===== src/rtl/line_tracker_fsm.sv =====
// Line tracker decision stage: filters the {L,M,R} IR sensors and sequences
// start countdown, line following, intersection routing, line loss and stop.
module line_tracker_fsm #(
    parameter int unsigned FILTER_LEN  = 16,
    parameter int unsigned START_DELAY = 100_000_000,
    parameter int unsigned LOST_LEN    = 50_000_000,
    parameter int unsigned TURN_MIN    = 10_000_000
) (
    input  logic       clk,
    input  logic       rst,
    input  logic       start,
    input  logic [2:0] sensor,
    input  logic [1:0] route,
    output logic [4:0] mode,
    output logic [4:0] lastMode,
    output logic [3:0] node_cnt
);

    localparam logic [4:0] IDLE              = 5'd0;
    localparam logic [4:0] START             = 5'd1;
    localparam logic [4:0] COUNT             = 5'd2;
    localparam logic [4:0] STRAIGHT          = 5'd3;
    localparam logic [4:0] CHOOSE            = 5'd4;
    localparam logic [4:0] TURN_STRAIGHT     = 5'd5;
    localparam logic [4:0] TURN_LEFT         = 5'd6;
    localparam logic [4:0] TURN_RIGHT        = 5'd7;
    localparam logic [4:0] TURN_LITTLE_LEFT  = 5'd8;
    localparam logic [4:0] TURN_LITTLE_RIGHT = 5'd9;
    localparam logic [4:0] STOP              = 5'd30;
    localparam logic [4:0] ERROR             = 5'd31;

    localparam logic [26:0] CNT_MAX    = '1;
    localparam logic [26:0] FILT_THR   = 27'(FILTER_LEN);
    localparam logic [26:0] START_LAST = 27'(START_DELAY - 1);
    localparam logic [26:0] LOST_THR   = 27'(LOST_LEN);
    localparam logic [26:0] TURN_THR   = 27'(TURN_MIN);

    function automatic logic [26:0] sat_inc(input logic [26:0] v);
        return (v == CNT_MAX) ? v : v + 27'd1;
    endfunction

    logic [4:0]  mode_q, mode_d, last_q, last_d;
    logic [3:0]  node_q, node_d;
    logic [2:0]  raw_q, pat_q, pat_d;
    logic [26:0] run_q, run_d, phase_q, phase_d, lost_q, lost_d;
    logic        running;

    assign mode     = mode_q;
    assign lastMode = last_q;
    assign node_cnt = node_q;

    always_comb begin
        run_d = (sensor == raw_q) ? sat_inc(run_q) : '0;
        pat_d = (run_d >= FILT_THR) ? sensor : pat_q;

        running = !(mode_q inside {IDLE, STOP, ERROR});
        lost_d  = (running && pat_q == 3'b000) ? sat_inc(lost_q) : '0;

        mode_d  = mode_q;
        phase_d = '0;
        node_d  = node_q;

        case (mode_q)
            IDLE:  if (start) mode_d = START;
            START: mode_d = COUNT;
            COUNT: begin
                if (phase_q >= START_LAST) mode_d = STRAIGHT;
                else phase_d = sat_inc(phase_q);
            end
            STRAIGHT, TURN_LITTLE_LEFT, TURN_LITTLE_RIGHT: begin
                // 101 and 000 fall through to default and hold the mode
                case (pat_q)
                    3'b010:  mode_d = STRAIGHT;
                    3'b110:  mode_d = TURN_LITTLE_LEFT;
                    3'b011:  mode_d = TURN_LITTLE_RIGHT;
                    3'b100:  mode_d = TURN_LEFT;
                    3'b001:  mode_d = TURN_RIGHT;
                    3'b111:  mode_d = CHOOSE;
                    default: mode_d = mode_q;
                endcase
            end
            CHOOSE: begin
                if (pat_q != 3'b111) begin
                    case (route)
                        2'b00:   mode_d = TURN_STRAIGHT;
                        2'b01:   mode_d = TURN_LEFT;
                        2'b10:   mode_d = TURN_RIGHT;
                        default: mode_d = STOP;
                    endcase
                end
            end
            TURN_STRAIGHT, TURN_LEFT, TURN_RIGHT: begin
                phase_d = sat_inc(phase_q);
                if (phase_q >= TURN_THR && pat_q == 3'b010) mode_d = STRAIGHT;
            end
            STOP, ERROR: begin
                if (start) begin
                    mode_d = START;
                    node_d = '0;
                end
            end
            default: mode_d = IDLE;
        endcase

        // Line-loss timeout wins over any pattern-driven transition
        if (running && lost_d >= LOST_THR) mode_d = ERROR;

        if (mode_d == CHOOSE && mode_q != CHOOSE) node_d = node_q + 4'd1;

        last_d = (mode_d != mode_q) ? mode_q : 5'd0;
    end

    always_ff @(posedge clk or negedge rst) begin
        if (!rst) begin
            mode_q  <= IDLE;
            last_q  <= 5'd0;
            node_q  <= 4'd0;
            raw_q   <= 3'b010;
            pat_q   <= 3'b010;
            run_q   <= '0;
            phase_q <= '0;
            lost_q  <= '0;
        end else begin
            mode_q  <= mode_d;
            last_q  <= last_d;
            node_q  <= node_d;
            raw_q   <= sensor;
            pat_q   <= pat_d;
            run_q   <= run_d;
            phase_q <= phase_d;
            lost_q  <= lost_d;
        end
    end

endmodule


===== config.mk =====
export PLATFORM = sky130hd
export DESIGN_NAME = line_tracker_fsm
export DESIGN_NICKNAME = d
export VERILOG_FILES = /design/src/rtl/line_tracker_fsm.sv
export SDC_FILE = /design/constraint.sdc
export NUM_CORES = 1
export LEC_CHECK = 0
export ABC_AREA = 1
export BUFFER_PORTS_ARGS = -buffer_cell sky130_fd_sc_hd__buf_2
export CORE_MARGIN = 2
export CORE_UTILIZATION = 25
export CTS_CLUSTER_DIAMETER = 30
export CTS_CLUSTER_SIZE = 25
export DETAILED_ROUTE_END_ITERATION = 10
export MAX_ROUTING_LAYER = met4
export PLACE_DENSITY_LB_ADDON = 0.15
export SYNTH_ARGS = -nofsm -noshare
export SYNTH_HDL_FRONTEND = slang
export SYNTH_SLANG_ARGS = --single-unit

===== constraint.sdc =====
create_clock -name clk -period 8 [get_ports clk]
set_clock_uncertainty 0.1 [all_clocks]
set_input_delay 0.4 -clock clk [delete_from_list [all_inputs] [get_ports clk]]
set_output_delay 0.4 -clock clk [all_outputs]
set_load 0.01 [all_outputs]

==> results of run 1 <==
==> through the flow <==
step	setup WS [ns]	area [um2]	util [%]	std cells
6_report	4.75	7220	28.6	1273
5_1_grt	4.35	7220	28.6	1273
3_5_place_dp	4.51	6920	27.4	1256
4_1_cts	4.50	7220	28.6	1273
3_3_place_gp	4.48	6920	27.4	1256
2_1_floorplan	5.34	6430	-	914
==> layout make-up <==
class                           count  share of cell area (%)
Multi-Input combinational cell    682                    47.1
Inverter                          119                    6.19
Clock inverter                      6                   0.867
Tap cell                          330                    5.72
Timing Repair Buffer               25                    1.94
Clock buffer                       10                    3.17
Sequential cell                   101                    35.0
==> where the power goes <==
group	internal (W)	leakage [nW]	switching (W)	total (W)
Sequential	0.000547	1.38	0.0000420	0.000589
Clock	0.000243	0.147	0.000204	0.000447
Combinational	0.000113	1.65	0.000246	0.000359
==> sequential cells by signal (all words and copies together), names as in the netlist <==
register and flops:
run_q 27, pat_q 3, node_cnt 4, lastMode 5, raw_q 3, lost_q 27
mode 5, phase_q 27
==> what timing repair did <==
action,CTS,global route
setup endpoints to repair,0,0
hold buffers,1,0
hold endpoints to repair,41,0
==> kinds of logic after synthesis <==
| kind of cell | count (synthesis) |
|---|---|
| and+or+nand+nor | 555 |
| buffers and inverters | 131 |
| DFF | 101 |
| AOI/OAI and AO/OA | 89 |
| xor gates and xnor gates | 33 |
| adders and majority gates | 5 |
==> worst reg2reg max path: cells and delay by family, from the launching register on <==
kind,cells,cell delay [ns]
AOI/OAI and AO/OA,2,0.32
buffers and inverters,3,0.73
and+or+nand+nor,8,1.26
DFF,1,0.44
adders and majority gates,1,0.28
==> per-layer routing <==
layer  share of wire (%)  vias up
li1                    -     3032
met1                  46     2767
met2                  49      112
met3                 3.4       26
met4                 2.1        0
met5                   0        -
==> placed cells by master (no fill, tap or decap), types with 2 or more instances in the layout <==
cell type / instances
a211oi_1: 3
a21oi_1: 30
a31oi_1: 11
buf_2: 20
buf_4: 4
clkbuf_16: 9
clkinv_2: 3
dfrtp_1: 99
dfstp_2: 2
ha_1: 5
inv_1: 116
inv_2: 3
nand2_1: 227
nand2_4: 2
nand3_1: 68
nand3_2: 3
nand3b_1: 4
nand4_1: 32
nand4_2: 2
nor2_1: 142
nor2_2: 8
nor2_4: 3
nor3_1: 36
nor4_1: 14
o21ai_0: 28
o21bai_1: 2
o31ai_1: 2
or2_2: 7
xnor2_1: 11
xor2_1: 22
==> how the worst min path moves through the flow <==
| stage | from | endpoint | slack [ns] |
|---|---|---|---|
| floorplan | rst | lastMode[0] | 0.004 |
| global placement | rst | lost_q[4] | 0.33 |
| detailed placement | rst | lost_q[4] | 0.34 |
| CTS | sensor[1] | raw_q[1] | 0.07 |
| global route | sensor[1] | raw_q[1] | 0.07 |
| finish | sensor[1] | raw_q[1] | 0.09 |
==> results.cfg, run 1 <==
[status]
status = finished clean

[detailed_routing]
drc = 0
wl_mm = 18.3
wl_per_cell_um = 14.4
antenna_left = 0
firstDrtPassIters = 5
via_per_inst = 4.66
drt_iter0_markers = 370
vias = 5937

[synth]
yosysTopAreaCellShare_pct = 38.5
synthesis.nets = 927
syn_inst = 914
synth_xor_area_share_pct = 4.49
yosys_register_bits = 101
ys_top_cells_by_area = dfrtp_1 (39%), nand2_1 (13%), nor2_1 (8.3%), inv_1 (6.8%), nand3_1 (5.3%)
synth_simple_gate_area_share_pct = 39.1
syn_area_mm2 = 0.00643
async_flop_share_pct = 100
yosys.area.top_type = dfrtp_1
synth_top_family_by_area = simple AND/OR/NAND/NOR gates
syn_avg_cell_area_um2 = 7.04
synth_common_cells = nand2_1 (227), nor2_1 (142), inv_1 (116)
synth_edf_count = 0
ys_seq_area_share_pct = 39.3
synth.area.mux_share_pct = 0
synth_adder_area_share_pct = 0.973
synth_top_flop_cell = dfrtp_1
ys_warn_count = 0
synth-compound-area-share_pct = 8.27
synth.most_common_cell = nand2_1
synth.distinct_cells = 50

[pwr]
ir_drop_mv = 0.0888
power.leakage_nw = 3.17
total_power_w = 0.00140
power.density_mw_per_mm2 = 193

[setup_path]
cp_max_fo = 16
reg2reg_slack_ns = 4.75
slowest_delay_ns = 0.44
cp.buffers_inverters = 3
arrival_ns = 3.37
end_kind = flip-flop
endpoint = pat_q[2]
worst_setup_path_start_kind = flip-flop
crit_chain = ha_1 > inv_1 > nor3_2 > nand4_1 > nor3_1 > buf_4 > inv_1 > a31oi_1 > nor2_1 > nand2_1 > nor4_1 > nand2_1 > nand2_1 > o21ai_0
r2r_start = run_q[0]
reg2reg_depth = 14
cp_top_family = simple AND/OR/NAND/NOR gates
cpMaxStageDelayCell = dfrtp_1
worst-endpoint-required_ns = 8.11
cp_common_cell = nand2_1
startpoint = run_q[0]
r2r-end = pat_q[2]
path_depth = 14
critical_path_class = reg -> reg

[cells_and_area]
fillers = 2793
antennaDiodeCount = 0
seq_area_mm2 = 0.00253
final_nets = 951
multi_input_area_mm2 = 0.00340
layout-drive-gt1-share_pct = 8.17
area_growth_pct = 12.2

[floorplanning]
ios = 22
start_util_pct = 25.5
rows = 58
core_mm2 = 0.0253
fp.dieH_um = 164
die_w_um = 164
die_area_mm2 = 0.0270

[clock_network]
cts_tree = done
cts-resized-gates = 0
cts_buffers = 9
cts_max_path_buffers = 2
clockRootBuffer = clkbuf_16
cts.sinks = 101
clk_latency_ns = 0.35
htreeDepth = 3
postCtsSetupBuffers = 0
clk_pin_slew_ns = 0.07

[min_path]
whs_path_depth = 1
worstHoldPathType = in -> reg

[place]
port_buffers = 21
dpl.hpwl_mm = 13.8
place_congestion = 0.842

[global_route]
met2_usage_pct = 24.5
grt_use_met1_pct = 17.8
grt.overflow.total = 0
grt_pass1_wl_mm = 30.2
antenna_found_initial = 0
grt_pass1_vias = 5923
grt_use_total_pct = 14.5
grt_max_degree = 61
gr-usage-met3_pct = 2.36
grt_busiest_layer = met2

[timing]
max_freq_ghz = 0.307
slew_headroom_pct = 41.4
worst_slew_pin_slew_ns = 0.871
grt_setup_unrepaired = false
finalSetupTns_ns = 0
report.final.slew_viol_count = 0
min_period_ns = 3.25
finalSetupViolCount = 0
min_period_over_period_pct = 40.7
hold_viol_final = 0
worst_hold_slack_ns = 0.0879

[run]
maxCapViolCount = 0
(Power assumes the default switching activity.)
==> run 2, diff against run 1 <==
==> constraint.sdc (replaced) <==
create_clock -name clk -period 3.4 [get_ports clk]
set_clock_uncertainty 0.1 [all_clocks]
set_input_delay 0.17 -clock clk [delete_from_list [all_inputs] [get_ports clk]]
set_output_delay 0.17 -clock clk [all_outputs]
set_load 0.01 [all_outputs]
==> results.cfg, run 2 (same netlist as run 1, synthesis figures left out) <==
[cells_and_area]
fillers = 2819
multi_input_area_mm2 = 0.00340
final_nets = 965
antennaDiodeCount = 0
seq_area_mm2 = 0.00253
reg.largest.list = lost_q (27), phase_q (27), run_q (27)
fin_cells = 1287
layout_commonest_cell = nand2_1
layout-drive-gt1-share_pct = 9.20
layout_common_cells = nand2_1 (227), nor2_1 (142), inv_1 (116), dfrtp_1 (99), nand3_1 (68)
area_growth_pct = 13.9

[timing]
layout_setup_ws_ns = 0.298
finalSetupTns_ns = 0
max_freq_ghz = 0.322
worst_slew_pin_slew_ns = 0.644
min_period_ns = 3.10
finalSetupViolCount = 0
min_period_over_period_pct = 91.2
grt_setup_unrepaired = false
hold_viol_final = 0
slew_headroom_pct = 56.8
report.final.slew_viol_count = 0

[floorplanning]
start_util_pct = 25.5
die_w_um = 164
die_area_mm2 = 0.0270
rows = 58
ios = 22
core_mm2 = 0.0253
fp.dieH_um = 164

[pwr]
internal_power_w = 0.00210
power.density_mw_per_mm2 = 445
power.leakage_nw = 3.23
switchingPower_w = 0.00116
p_comb_share_pct = 27.5
switching_share_pct = 35.6
ir_drop_mv = 0.220
p_clk_share_pct = 30.2
p_seq_share_pct = 42.3

[clock_network]
htreeDepth = 3
cts_buffers = 9
clockRootBuffer = clkbuf_16
postCtsSetupBuffers = 0
clk_latency_ns = 0.35
cts.sinks = 101
clk_pin_slew_ns = 0.07
cts_tree = done
cts_max_path_buffers = 2

[setup_path]
cpMaxStageDelayCell = dfrtp_1
end_kind = flip-flop
cp_max_fo = 10
worst-endpoint-required_ns = 3.53
cp_common_cell = nand2_1
worst_setup_path_start_kind = flip-flop
cp.buffers_inverters = 1
critical_path_class = reg -> reg
cp_top_family = simple AND/OR/NAND/NOR gates
crit_chain = ha_2 > inv_2 > nor2_4 > nand2_4 > nor2_8 > nand3_2 > nand3_1 > nand2_1 > nor2_1 > nand2_1 > nor2_4 > nand3_4 > nand4_2 > nand2_1 > nand2_1 > nand3_1 > nor2_4 > nor2_2
slowest_delay_ns = 0.40
arrival_ns = 3.23

[global_route]
grt_pass1_vias = 5850
grt.overflow.total = 0
antenna_found_initial = 0
grt_use_total_pct = 15.0
grt_max_degree = 64
grt_pass1_wl_mm = 30.7

[place]
post-place-cells = 1267
place_congestion = 0.853
pre_cts_ws_ns = 0.191
dpl.hpwl_mm = 14.0
port_buffers = 21

[detailed_routing]
firstDrtPassIters = 5
antenna_left = 0
vias = 5929
via_per_inst = 4.61
drt_iter0_markers = 382
wl_mm = 18.4
drc = 0
wl_per_cell_um = 14.3

[min_path]
worstHoldPathType = in -> reg

[run]
maxCapViolCount = 0

[status]
status = finished clean
run 2: cell types whose count changed in the layout (fill, tap and decap cells not counted), sizes merged:
cell,delta
dlygate4sd3,+3
inv,-1
clkbuf,+2
buf,+11
bufinv,-1
run 2: worst paths after layout:
check / slack [ns] / depth (start not counted) / from / to
min in group asynchronous: 0.26 / 2 / rst / lost_q[3]
worst min-delay path: 0.12 / 4 / start / node_cnt[2]
worst max register to register: 0.30 / 18 / lost_q[0] / lastMode[1]
max in group asynchronous: 2.16 / 3 / rst / raw_q[1]
worst max-delay path: 0.30 / 18 / lost_q[0] / lastMode[1]
worst min register to register: 0.41 / 1 / phase_q[6] / phase_q[6]
run 2: worst reg2reg max path, cell delays in order, from the launching register on:
cell	delay, ns
dfrtp_1	0.40
ha_2	0.28
inv_2	0.07
nor2_4	0.18
nand2_4	0.10
nor2_8	0.19
nand3_2	0.21
nand3_1	0.14
nand2_1	0.07
nor2_1	0.10
nand2_1	0.11
nor2_4	0.21
nand3_4	0.17
nand4_2	0.14
nand2_1	0.07
nand2_1	0.07
nand3_1	0.12
nor2_4	0.20
nor2_2	0.05
run 2: per-stage QoR:
stage	util [%]	instance area (um2)	power, W	hold WS, ns
3_5_place_dp	27.8	7010	0.00231	0.109
2_1_floorplan	-	6430	0.00197	-0.226
3_3_place_gp	27.8	7010	0.00232	0.115
4_1_cts	29.0	7320	0.00334	0.111
6_report	29.0	7320	0.00326	0.119
5_1_grt	29.0	7320	0.00348	0.152
run 2: cell type report:
type	instances	area share, %
clock buffers	12	3.37
clock inverters	4	0.325
inverters	119	6.10
multi-input cells	682	46.4
flip-flops and latches	101	34.5
well taps	330	5.64
repair buffers	39	3.62
run 2: routing by layer:
metal  global-route usage (%)  up-vias  wire (um)
li1                         -     3060          -
met2                     24.1       92       8700
met3                     2.56       24        580
met1                     19.4     2753       8820
met4                     4.27        0        312
met5                        -        -          0
run 2: timing repair:
action,4_1_cts,5_1_grt
resized for setup,0,1
hold buffers,4,0
hold endpoints to repair,44,0
setup endpoints to repair,0,9
run 2: power groups by stage:
stage | Sequential [W] | Combinational (W) | Clock, W
after floorplan | 0.00140 | 0.000571 | 0
after global placement | 0.00140 | 0.000920 | 0
after detailed placement | 0.00140 | 0.000914 | 0
after CTS | 0.00138 | 0.000922 | 0.00104
after global routing | 0.00139 | 0.00101 | 0.00108
final | 0.00138 | 0.000894 | 0.000985
==> run 3, diff against run 2 <==
--- a/config.mk
+++ b/config.mk
@@ -5,7 +5,6 @@
 export SDC_FILE = /design/constraint.sdc
 export NUM_CORES = 1
 export LEC_CHECK = 0
-export ABC_AREA = 1
 export BUFFER_PORTS_ARGS = -buffer_cell sky130_fd_sc_hd__buf_2
 export CORE_MARGIN = 2
 export CORE_UTILIZATION = 25
==> results.cfg, run 3 <==
[min_path]
whs_path_depth = 4
worstHoldPathType = in -> reg
hold_start = start
min_to = node_cnt[3]

[global_route]
antenna_found_initial = 0
grt.overflow.total = 0
grt_use_total_pct = 13.1
grt_pass1_vias = 5284
grt_pass1_wl_mm = 26.9
grt_max_degree = 62

[clock_network]
cts.sinks = 101
clk_pin_slew_ns = 0.07
htreeDepth = 3
cts_buffers = 9
clockRootBuffer = clkbuf_16
cts_max_path_buffers = 2
cts_tree = done
clk_latency_ns = 0.35

[place]
port_buffers = 21
dpl.hpwl_mm = 11.6
place_congestion = 0.861
post-place-cells = 1046

[synth]
synth_common_cells = dfrtp_1 (99), nor2_1 (96), nand2_1 (46)
synth.distinct_cells = 73
synth_edf_count = 0
ys_seq_area_share_pct = 41.4
ys_warn_count = 0
syn_inst = 688
synthesis.nets = 701
ys_top_cells_by_area = dfrtp_1 (41%), nor2_1 (5.9%), xnor2_1 (5.6%), nand3_1 (3.6%), xor2_1 (3.6%)
yosys_register_bits = 101
yosysTopAreaCellShare_pct = 40.5
async_flop_share_pct = 100
yosys.area.top_type = dfrtp_1
syn_area_mm2 = 0.00612
syn_avg_cell_area_um2 = 8.89
synth.most_common_cell = dfrtp_1
synth_top_flop_cell = dfrtp_1

[setup_path]
cpMaxStageDelayCell = or4b_4
arrival_ns = 3.38
reg2reg_depth = 10
r2r-end = lastMode[1]
cp_max_fo = 10
critical_path_class = reg -> reg
worst-endpoint-required_ns = 3.52
r2r_start = lost_q[0]
worst_setup_path_start_kind = flip-flop
end_kind = flip-flop
reg2reg_slack_ns = 0.14
cp_common_cell = a21oi_1
slowest_delay_ns = 0.51
startpoint = lost_q[0]
crit_chain = ha_2 > and4_1 > and4_4 > or4_1 > a21oi_2 > or4b_4 > o211ai_1 > a21oi_1 > a221oi_4 > a21oi_1

[detailed_routing]
antenna_left = 0
wl_mm = 15.9
firstDrtPassIters = 4
drc = 0
drt_iter0_markers = 324
via_per_inst = 4.94
vias = 5292
wl_per_cell_um = 14.9

[cells_and_area]
antennaDiodeCount = 0
area_growth_pct = 20.8
layout_common_cells = dfrtp_1 (96), nor2_1 (95), buf_4 (50), nand2_1 (45), nand3_1 (44)
final_core_util_pct = 30.6
fin_cells = 1071
layout_commonest_cell = dfrtp_1
final_nets = 755
reg.largest.list = lost_q (27), phase_q (27), run_q (27)
layout-drive-gt1-share_pct = 19.3

[pwr]
total_power_w = 0.00341
ir_drop_mv = 0.219
power.density_mw_per_mm2 = 462
power.leakage_nw = 2.92

[timing]
min_period_over_period_pct = 95.9
min_period_ns = 3.26
worst_slew_pin_slew_ns = 0.553
max_freq_ghz = 0.307
hold_viol_final = 0
finalSetupViolCount = 0
slew_headroom_pct = 62.2
report.final.slew_viol_count = 0

[floorplanning]
start_util_pct = 25.3
rows = 57
fp.dieH_um = 160
die_area_mm2 = 0.0257
die_w_um = 160
core_mm2 = 0.0242
ios = 22

[status]
status = finished clean

[run]
maxCapViolCount = 0
run 3: cell count changes after synthesis, moves of 11 or more:
cell / before / now
inv_1: 116 / 19
xnor2_1: 11 / 39
or4_1: 0 / 11
nor3_1: 36 / 19
and3_1: 1 / 21
nand3_1: 68 / 44
nor2_1: 142 / 96
and4_1: 0 / 12
nand2_1: 227 / 46
run 3: timing repair:
item / in CTS / in global routing
hold buffers: 4 / 0
hold endpoints to repair: 43 / 0
endpoints found under the setup margin: 2 / 8
setup buffers: 0 / 5
pin swaps: 1 / 10
resized for setup: 3 / 35
cloned: 0 / 0
run 3: routing by layer:
| layer | global-route usage, % | wire length, um | vias to the layer above | share of wire, % |
|---|---|---|---|---|
| met5 | - | 0 | - | 0 |
| met4 | 2.99 | 227 | 0 | 1.4 |
| met3 | 2.82 | 502 | 19 | 3.2 |
| met2 | 21.0 | 7560 | 71 | 47 |
| met1 | 17.1 | 7650 | 2582 | 48 |
| li1 | - | - | 2620 | - |
run 3: area by class of cell:
cell class	instances	area (um2)
clock buffers	9	225
clock inverters	7	83.8
fillers	2535	16800
inverters	19	71.3
multi-input cells	536	3530
flip-flops and latches	101	2530
well taps	324	405
repair buffers	75	536
run 3: worst max path at each step:
stage                   to  cells past startpoint  slack [ns]
2_1_floorplan     pat_q[0]                     10        0.26
3_3_place_gp      pat_q[0]                     10        0.12
3_5_place_dp      pat_q[0]                      9        0.01
4_1_cts        lastMode[1]                     10        0.02
5_1_grt        lastMode[3]                     10       -0.02
6_report       lastMode[1]                     10        0.14
run 3: logic make-up (layout without fill, tap and decap cells):
logic type | after synthesis | count (layout) | synth area share (%)
DFF | 101 | 101 | 41.4
xor gates and xnor gates | 64 | 64 | 9.17
buffers and inverters | 51 | 110 | 3.64
AOI/OAI and AO/OA | 125 | 125 | 14.2
and+or+nand+nor | 337 | 337 | 29.7
muxes | 5 | 5 | 0.880
adders and majority gates | 5 | 5 | 1.02
run 3: report_power, final:
part           switching (W)  leakage [nW]  internal, W
sequential         0.0000654          1.38      0.00128
clock               0.000502         0.148     0.000583
combinational       0.000612          1.39     0.000376
run 3: worst max-delay path: cells and delay by family, from the launching register on:
kind,cells,cell delay [ns]
adder cells (fa/ha/maj),1,0.22
flip-flops,1,0.43
AND/OR/NAND/NOR,4,1.35
AO/OA/AOI/OAI,5,1.03
run 3: per-stage QoR:
| step | area [um2] | hold WS, ns | TNS (ns) | setup slack, ns |
|---|---|---|---|---|
| floorplan | 6120 | -0.226 | 0 | 0.263 |
| global placement | 6830 | 0.106 | 0 | 0.116 |
| detailed placement | 6830 | 0.109 | 0 | 0.00961 |
| CTS | 7190 | 0.140 | 0 | 0.0230 |
| global route | 7390 | 0.179 | -0.0465 | -0.0203 |
| finish | 7390 | 0.160 | 0 | 0.139 |
